==> src/rtl/bus_arbiter.sv <==
// Two-master arbiter for a shared memory bus: one outstanding access at a time,
// round-robin on ties, optional abort when the slave does not answer in time.
module bus_arbiter #(
  parameter int unsigned TIMEOUT = 255
) (
  input  logic        clk_i,
  input  logic        rst_ni,
  input  logic        m0_valid_i,
  input  logic [31:0] m0_addr_i,
  input  logic [3:0]  m0_wstrb_i,
  input  logic [31:0] m0_wdata_i,
  input  logic        m0_instr_i,
  output logic        m0_ready_o,
  output logic [31:0] m0_rdata_o,
  output logic        m0_err_o,
  input  logic        m1_valid_i,
  input  logic [31:0] m1_addr_i,
  input  logic [3:0]  m1_wstrb_i,
  input  logic [31:0] m1_wdata_i,
  input  logic        m1_instr_i,
  output logic        m1_ready_o,
  output logic [31:0] m1_rdata_o,
  output logic        m1_err_o,
  output logic        s_valid_o,
  output logic [31:0] s_addr_o,
  output logic [3:0]  s_wstrb_o,
  output logic [31:0] s_wdata_o,
  output logic        s_instr_o,
  input  logic        s_ready_i,
  input  logic [31:0] s_rdata_i
);

  localparam int unsigned CW = (TIMEOUT > 1) ? $clog2(TIMEOUT) : 1;
  localparam logic [CW-1:0] CNT_LAST = CW'((TIMEOUT == 0) ? 0 : TIMEOUT - 1);

  typedef enum logic [1:0] {IDLE, BUSY, RESP} state_e;

  state_e        state_q, state_d;
  logic          gnt_q, gnt_d;
  logic          lst_q, lst_d;
  logic [CW-1:0] cnt_q, cnt_d;
  logic [31:0]   addr_q, addr_d;
  logic [3:0]    wstrb_q, wstrb_d;
  logic [31:0]   wdata_q, wdata_d;
  logic          instr_q, instr_d;
  logic [31:0]   rdata_q, rdata_d;
  logic          err_q, err_d;
  logic          pick_m1;
  logic          timeout_hit;

  assign timeout_hit = (TIMEOUT != 0) && (cnt_q == CNT_LAST);

  always_ff @(posedge clk_i or negedge rst_ni) begin
    if (!rst_ni) begin
      state_q <= IDLE;
      gnt_q   <= 1'b0;
      lst_q   <= 1'b1;  // master 0 wins the first tie after reset
      cnt_q   <= '0;
      addr_q  <= '0;
      wstrb_q <= '0;
      wdata_q <= '0;
      instr_q <= 1'b0;
      rdata_q <= '0;
      err_q   <= 1'b0;
    end else begin
      state_q <= state_d;
      gnt_q   <= gnt_d;
      lst_q   <= lst_d;
      cnt_q   <= cnt_d;
      addr_q  <= addr_d;
      wstrb_q <= wstrb_d;
      wdata_q <= wdata_d;
      instr_q <= instr_d;
      rdata_q <= rdata_d;
      err_q   <= err_d;
    end
  end

  always_comb begin
    state_d = state_q;
    gnt_d   = gnt_q;
    lst_d   = lst_q;
    cnt_d   = cnt_q;
    addr_d  = addr_q;
    wstrb_d = wstrb_q;
    wdata_d = wdata_q;
    instr_d = instr_q;
    rdata_d = rdata_q;
    err_d   = err_q;
    pick_m1 = 1'b0;

    case (state_q)
      IDLE: begin
        if (m0_valid_i || m1_valid_i) begin
          pick_m1 = (m0_valid_i && m1_valid_i) ? ~lst_q : m1_valid_i;
          gnt_d   = pick_m1;
          addr_d  = pick_m1 ? m1_addr_i  : m0_addr_i;
          wstrb_d = pick_m1 ? m1_wstrb_i : m0_wstrb_i;
          wdata_d = pick_m1 ? m1_wdata_i : m0_wdata_i;
          instr_d = pick_m1 ? m1_instr_i : m0_instr_i;
          cnt_d   = '0;
          state_d = BUSY;
        end
      end
      BUSY: begin
        // a slave answer in the abort cycle still completes normally
        if (s_ready_i) begin
          rdata_d = s_rdata_i;
          err_d   = 1'b0;
          lst_d   = gnt_q;
          state_d = RESP;
        end else if (timeout_hit) begin
          rdata_d = '0;
          err_d   = 1'b1;
          lst_d   = gnt_q;
          state_d = RESP;
        end else begin
          cnt_d = cnt_q + CW'(1);
        end
      end
      RESP: state_d = IDLE;
      default: state_d = IDLE;
    endcase
  end

  assign s_valid_o = (state_q == BUSY);
  assign s_addr_o  = addr_q;
  assign s_wstrb_o = wstrb_q;
  assign s_wdata_o = wdata_q;
  assign s_instr_o = instr_q;

  assign m0_ready_o = (state_q == RESP) && !gnt_q;
  assign m1_ready_o = (state_q == RESP) &&  gnt_q;
  assign m0_rdata_o = m0_ready_o ? rdata_q : '0;
  assign m1_rdata_o = m1_ready_o ? rdata_q : '0;
  assign m0_err_o   = m0_ready_o && err_q;
  assign m1_err_o   = m1_ready_o && err_q;

endmodule

==> config.mk <==
export PLATFORM = sky130hd
export DESIGN_NAME = bus_arbiter
export DESIGN_NICKNAME = d
export VERILOG_FILES = /design/src/rtl/bus_arbiter.sv
export SDC_FILE = /design/constraint.sdc
export NUM_CORES = 1
export LEC_CHECK = 0
export CORE_ASPECT_RATIO = 0.75
export CORE_MARGIN = 2
export CORE_UTILIZATION = 38
export DETAILED_ROUTE_END_ITERATION = 6
export DONT_BUFFER_PORTS = 1
export GPL_TIMING_DRIVEN = 0
export PLACE_DENSITY = 0.62
export SLEW_MARGIN = 10
export SYNTH_ARGS = -nofsm -noshare
export SYNTH_HDL_FRONTEND = slang
export SYNTH_SLANG_ARGS = --single-unit
==> constraint.sdc <==
create_clock -name clk_i -period 3.4 [get_ports clk_i]
set_input_delay 0.34 -clock clk_i [delete_from_list [all_inputs] [get_ports clk_i]]
set_output_delay 0.34 -clock clk_i [all_outputs]
set_load 0.02 [all_outputs]
==> flow_metrics.env, run 1 <==
export IMPL_status="finished, final reports clean"
export IMPL_dp_hpwl_mm=11.0
export IMPL_pwr_share_comb_pct=24.7
export IMPL_max_freq_mhz=370
export IMPL_ys_ff_latch=114
export IMPL_clockBufferDepth=2
export IMPL_ys_warn_count=0
export IMPL_yosysSeqAreaShare_pct=52.5
export IMPL_cp_arrival_ns=2.36
export IMPL_power_leakage_nw=2.95
export IMPL_synthCells=509
export IMPL_syn_area_per_cell_um2=10.7
export IMPL_via_per_inst=5.49
export IMPL_synth_edff_count=0
export IMPL_r2r_end="rdata_q[20]$_DFFE_PN0P_"
export IMPL_min_path_cells=1
export IMPL_dr_first_iter_drc_count=239
export IMPL_gp_congestion=0.822
export IMPL_grt_pass1_vias=3839
export IMPL_htree_levels=4
export IMPL_crit_type="flop to primary output"
export IMPL_n_antenna_cell=0
export IMPL_powerDensity_nw_per_um2=1010
export IMPL_synth_largest_area_cell="dfrtp_1"
export IMPL_cts_tree="yes"
export IMPL_worst_slew_pin_slew_ns=0.980
export IMPL_slowest_delay_ns=0.83
export IMPL_p_seq_share_pct=46.8
export IMPL_die_area_um2=15300
export IMPL_met2_usage_pct=33.8
export IMPL_use_met1_pct=21.5
export IMPL_hold_path_class="input pin to flop"
export IMPL_endpoint="m0_rdata_o[27]"
export IMPL_crit_required_ns=3.06
export IMPL_drc=0
export IMPL_synth_top_cells_by_area="dfrtp_1 (52%), mux2i_1 (13%), and2_1 (7.8%)"
export IMPL_first_pass_iters=5
export IMPL_grtUsageMet3_pct=6.09
export IMPL_hold_viol=0
export IMPL_min_period_ns=2.70
export IMPL_layout_worst_path_cycle_share_pct=79.5
export IMPL_synth_fp_nets=686
export IMPL_rsz0062_at_grt="false"
export IMPL_tns_ns=0
export IMPL_grt_overflow=0
export IMPL_start_util_pct=39.3
export IMPL_rr_startpoint="cnt_q[0]$_DFFE_PN0P_"
export IMPL_skew_ns=0.00705
export IMPL_whs_ns=0.0664
export IMPL_grt_start_max_net_pins=115
export IMPL_setup_violations_final=0
export IMPL_vias=3940
export IMPL_synth_most_common_cell="dfrtp_1"
export IMPL_synth_cell_types=40
export IMPL_cpMaxStageDelayCell="nor3b_1"
export IMPL_p_sw_w=0.00255
export IMPL_grt_antenna_before_repair=0
export IMPL_max_slew_margin_pct=34.5
export IMPL_clk_latency_ns=0.41
export IMPL_cp_cell_sequence="nor3b_1 -> buf_2 -> and2_1"
export IMPL_clk_pin_slew_ns=0.05
export IMPL_slew_viol_final=0
export IMPL_die_w_um=142
export IMPL_setup_ws_ns=0.697
export IMPL_postCtsSetupBuffers=0
export IMPL_syn_area_um2=5440
export IMPL_totalWireLength_mm=14.6
export IMPL_synthFlopType="dfrtp_1"
export IMPL_ir_drop_mv=0.492
export IMPL_start_kind="flop"
export IMPL_die_y_um=108
export IMPL_async_flop_share_pct=100
export IMPL_core_area_um2=13800
export IMPL_yosysTopAreaCellShare_pct=52.0
export IMPL_areaGrowthSynthToFinish_pct=15.8
export IMPL_drv_cap=0
export IMPL_critPathLaunch="state_q[0]$_DFFE_PN0P_"
export IMPL_cts_buffers=17
export IMPL_ctsRootBufferMaster="clkbuf_16"
export IMPL_drt_wirelength_per_cell_um=20.4
export IMPL_ant_nets=0
export IMPL_cts_sinks=114
export IMPL_clock_power_share_pct=28.6
export IMPL_reg2reg_slack_ns=1.66
export IMPL_num_rows=37
export IMPL_dpl_worst_slack_ns=1.11
export IMPL_nNetsFinal=707
export IMPL_intPower_w=0.00384
export IMPL_grt_most_used_layer="met2"
export IMPL_switching_share_pct=39.9
export IMPL_pin_count=313
export IMPL_port_buffer_count=0
export IMPL_grt_pass1_wl_mm=21.7
export IMPL_drive_gt1_share_pct=11.8
export IMPL_ff2ff_path_depth=7
export IMPL_gr_usage_all_layers_pct=19.1
export IMPL_worstSetupEndpointType="primary output"
export IMPL_p_total_w=0.00639
export IMPL_synth_common_cells="dfrtp_1 (113), nand2_1 (70), mux2i_1 (69), and2_1 (68), o21ai_0 (65)"
export IMPL_path_max_fanout=10
## cells in the final DEF, fill, tap and decap left out, drive strengths merged, types with 2 or more instances in the layout
cell type	instances
a21oi	4
a221o	2
a22o	33
a31oi	2
and2	68
buf	26
bufinv	4
clkbuf	32
clkinv	6
dfrtp	113
ha	2
inv	4
mux2i	69
nand2	70
nand2b	3
nand3	5
nor2	5
nor3	2
nor3b	3
o21a	2
o21ai	74
## routing by layer
layer  routed length [um]  vias to the layer above
met2                 7690                      183
met1                 5690                     1922
met3                 1020                       23
met4                  242                        0
li1                     -                     1812
met5                    0                        -
## power groups by stage
stage | registers (W) | clock network, W | logic, W
final | 0.00299 | 0.00183 | 0.00158
after global routing | 0.00306 | 0.00194 | 0.00180
after global placement | 0.00299 | 0 | 0.00151
after floorplan | 0.00282 | 0 | 0.00125
after CTS | 0.00300 | 0.00186 | 0.00161
after detailed placement | 0.00302 | 0 | 0.00157
## what timing repair did
item                                   in CTS  in global routing
resized for setup                           0                  0
hold buffers                                2                  0
endpoints found under the hold margin     114                  0
## area by class of cell
| type | instances | area (um^2) |
|---|---|---|
| inverters | 4 | 15.0 |
| clock inverters | 11 | 161 |
| fillers | 1297 | 7540 |
| well taps | 175 | 219 |
| clock buffers | 21 | 440 |
| plain buffers | 36 | 228 |
| flip-flops and latches | 114 | 2850 |
| repair buffers | 2 | 37.5 |
| multi-input cells | 355 | 2340 |
## worst min path at each step
stage | slack [ns] | from | endpoint
2_1_floorplan | 0.04 | rst_ni | cnt_q[0]$_DFFE_PN0P_
3_3_place_gp | 0.05 | rst_ni | rdata_q[14]$_DFFE_PN0P_
3_5_place_dp | 0.05 | rst_ni | rdata_q[16]$_DFFE_PN0P_
4_1_cts | 0.04 | s_rdata_i[10] | rdata_q[10]$_DFFE_PN0P_
5_1_grt | 0.05 | s_rdata_i[3] | rdata_q[3]$_DFFE_PN0P_
6_report | 0.07 | s_rdata_i[10] | rdata_q[10]$_DFFE_PN0P_
## cell families (layout without fill, tap and decap cells)
logic type | count (synthesis) | in the layout | share of synthesized area [%]
AO/OA/AOI/OAI | 123 | 123 | 14.4
adder cells (fa/ha/maj) | 2 | 2 | 0.460
buffers and inverters | 40 | 74 | 4.46
flip-flops | 114 | 114 | 52.5
multiplexers | 70 | 70 | 12.9
AND/OR/NAND/NOR | 160 | 160 | 15.3
## flip-flops by register name, summed over array words and instances, names as in the netlist
signal and flops:
s_addr_o 32, rdata_q 32, s_wstrb_o 4, s_instr_o 1, err_q 1, s_wdata_o 32
gnt_q 1, state_q 2, cnt_q 8, lst_q 1
## metrics by stage
step	cells	util, %	instance area [um^2]
2_1_floorplan	509	-	5440
3_3_place_gp	684	40.9	5660
3_5_place_dp	684	40.9	5660
4_1_cts	718	45.5	6300
5_1_grt	718	45.5	6300
6_report	718	45.5	6300
## critical path, delay by kind of cell (launching register included)
kind          cells  cell delay, ns
buf+inv           1            0.39
flops             1            0.45
simple gates      2            1.12
(Power assumes the default switching activity.)
==> run 2, diff against run 1 <==
clock period = 2.6 ns   (was 3.4 ns; I/O delays follow)
==> run 2 against run 1 <==
- the run now ends with negative hold slack left
- via count grew 3.4%
- sequential power is 31% higher
- global-route usage up 0.42 points
- count of clock-buffer cells in the layout did not move
- hold slack worse by 0.52 ns
==> flow_metrics.env, run 2 (same netlist as run 1, synthesis figures left out) <==
export IMPL_grt_start_max_net_pins=115
export IMPL_final_common_cell="dfrtp_1"
export IMPL_num_rows=37
export IMPL_gr_usage_all_layers_pct=19.5
export IMPL_clk_latency_ns=0.41
export IMPL_tns_ns=0
export IMPL_ir_drop_mv=0.640
export IMPL_vias=4072
export IMPL_rr_startpoint="cnt_q[0]$_DFFE_PN0P_"
export IMPL_totalWireLength_mm=15.0
export IMPL_via_per_inst=5.44
export IMPL_gp_congestion=0.822
export IMPL_whs_ns=-0.457
export IMPL_rsz0062_at_grt="false"
export IMPL_grt_pass1_wl_mm=22.2
export IMPL_start_util_pct=39.3
export IMPL_setup_violations_final=0
export IMPL_cp_arrival_ns=2.08
export IMPL_regArea_um2=2850
export IMPL_placed_cell_area_um2=5660
export IMPL_p_seq_share_pct=46.7
export IMPL_p_sw_w=0.00332
export IMPL_path_max_fanout=10
export IMPL_first_pass_iters=4
export IMPL_clk_pin_slew_ns=0.05
export IMPL_die_y_um=108
export IMPL_powerDensity_nw_per_um2=1270
export IMPL_skew_ns=0.00735
export IMPL_multiInputGateArea_um2=2350
export IMPL_n_antenna_cell=0
export IMPL_crit_type="flop to primary output"
export IMPL_slew_viol_final=0
export IMPL_slowest_delay_ns=0.47
export IMPL_areaGrowthSynthToFinish_pct=21.1
export IMPL_worstSetupEndpointType="primary output"
export IMPL_path_delay_family="simple AND/OR/NAND/NOR gates"
export IMPL_fillCellCount=1271
export IMPL_hold_viol=114
export IMPL_drc=0
export IMPL_core_area_um2=13800
export IMPL_cts_tree="yes"
export IMPL_cts_buffers=17
export IMPL_pwr_share_comb_pct=24.7
export IMPL_cpMaxStageDelayCell="clkbuf_1"
export IMPL_nNetsFinal=737
export IMPL_hold_path_class="input pin to asynchronous set/reset pin"
export IMPL_status="finished, violations left"
export IMPL_crit_required_ns=2.34
export IMPL_p_total_w=0.00837
export IMPL_cts_hold_buf=32
export IMPL_start_kind="flop"
export IMPL_cts_sinks=114
export IMPL_worst_slew_pin_slew_ns=0.531
export IMPL_crit_buf_inv=1
export IMPL_die_w_um=142
export IMPL_intPower_w=0.00505
export IMPL_setup_ws_ns=0.257
export IMPL_final_cell_mix="dfrtp_1 (113), nand2_1 (70), mux2i_1 (69), and2_1 (68), o21ai_0 (65)"
export IMPL_max_freq_mhz=427
export IMPL_switching_share_pct=39.7
export IMPL_grt_pass1_vias=3984
export IMPL_clockBufferDepth=2
export IMPL_ant_nets=0
export IMPL_cp_cell_sequence="and3b_1 -> clkbuf_1 -> and2_1"
export IMPL_dp_hpwl_mm=11.0
export IMPL_design_area_um2=6590
export IMPL_die_area_um2=15300
export IMPL_grt_overflow=0
export IMPL_pin_count=313
export IMPL_max_slew_margin_pct=64.5
export IMPL_violations="negative hold slack"
export IMPL_ctsRootBufferMaster="clkbuf_16"
export IMPL_drv_cap=0
export IMPL_layout_worst_path_cycle_share_pct=90.1
export IMPL_drive_gt1_share_pct=11.2
export IMPL_port_buffer_count=0
export IMPL_critPathLaunch="state_q[0]$_DFFE_PN0P_"
export IMPL_postCtsSetupBuffers=0
export IMPL_grt_antenna_before_repair=0
export IMPL_min_period_ns=2.34
export IMPL_clock_power_share_pct=28.5
export IMPL_dpl_worst_slack_ns=0.387
export IMPL_htree_levels=4
export IMPL_drt_wirelength_per_cell_um=20.0
export IMPL_dr_first_iter_drc_count=239
export IMPL_power_leakage_nw=3.07
run 2: layer usage:
| metal | up-vias | GRT usage (%) | wire length, um |
|---|---|---|---|
| met5 | - | 0 | 0 |
| met4 | 0 | 7.79 | 307 |
| met3 | 29 | 5.56 | 988 |
| met2 | 208 | 35.0 | 7890 |
| met1 | 1959 | 22.0 | 5790 |
| li1 | 1876 | - | - |
run 2: layout make-up:
type	count	area share (%)
multi-input cells	355	35.6
flip-flops and latches	114	43.3
well taps	175	3.33
plain buffers	36	3.46
clock buffers	21	6.69
clock inverters	11	2.45
inverters	4	0.228
repair buffers	32	4.86
run 2: power groups by stage:
stage	Combinational, W	Clock [W]	Sequential (W)
2_1_floorplan	0.00164	0	0.00368
3_3_place_gp	0.00197	0	0.00391
3_5_place_dp	0.00206	0	0.00395
4_1_cts	0.00211	0.00244	0.00393
5_1_grt	0.00235	0.00253	0.00400
6_report	0.00207	0.00239	0.00391
run 2: repair_timing:
action                                  4_1_cts  5_1_grt
gates resized for setup                       1        0
endpoints found under the setup margin       19        0
endpoints found under the hold margin       146      114
run 2: per-stage QoR:
step / instances / hold slack [ns] / utilization (%)
2_1_floorplan: 509 / -0.0356 / -
4_1_cts: 748 / -0.478 / 47.6
3_3_place_gp: 684 / -0.0325 / 40.9
5_1_grt: 748 / -0.485 / 47.6
6_report: 748 / -0.457 / 47.6
3_5_place_dp: 684 / -0.0327 / 40.9
run 2: worst paths after layout:
kind                       slack, ns  cells past startpoint                       to
max in group asynchronous       2.85                      0        lst_q$_DFFE_PN1P_
max reg2reg                     0.85                      7  rdata_q[20]$_DFFE_PN0P_
max                             0.26                      3           m1_rdata_o[23]
min                            -0.46                      0  rdata_q[16]$_DFFE_PN0P_
min in group clk_i              0.04                      2  s_addr_o[4]$_DFFE_PN0P_
min reg2reg                     0.50                      1   rdata_q[5]$_DFFE_PN0P_
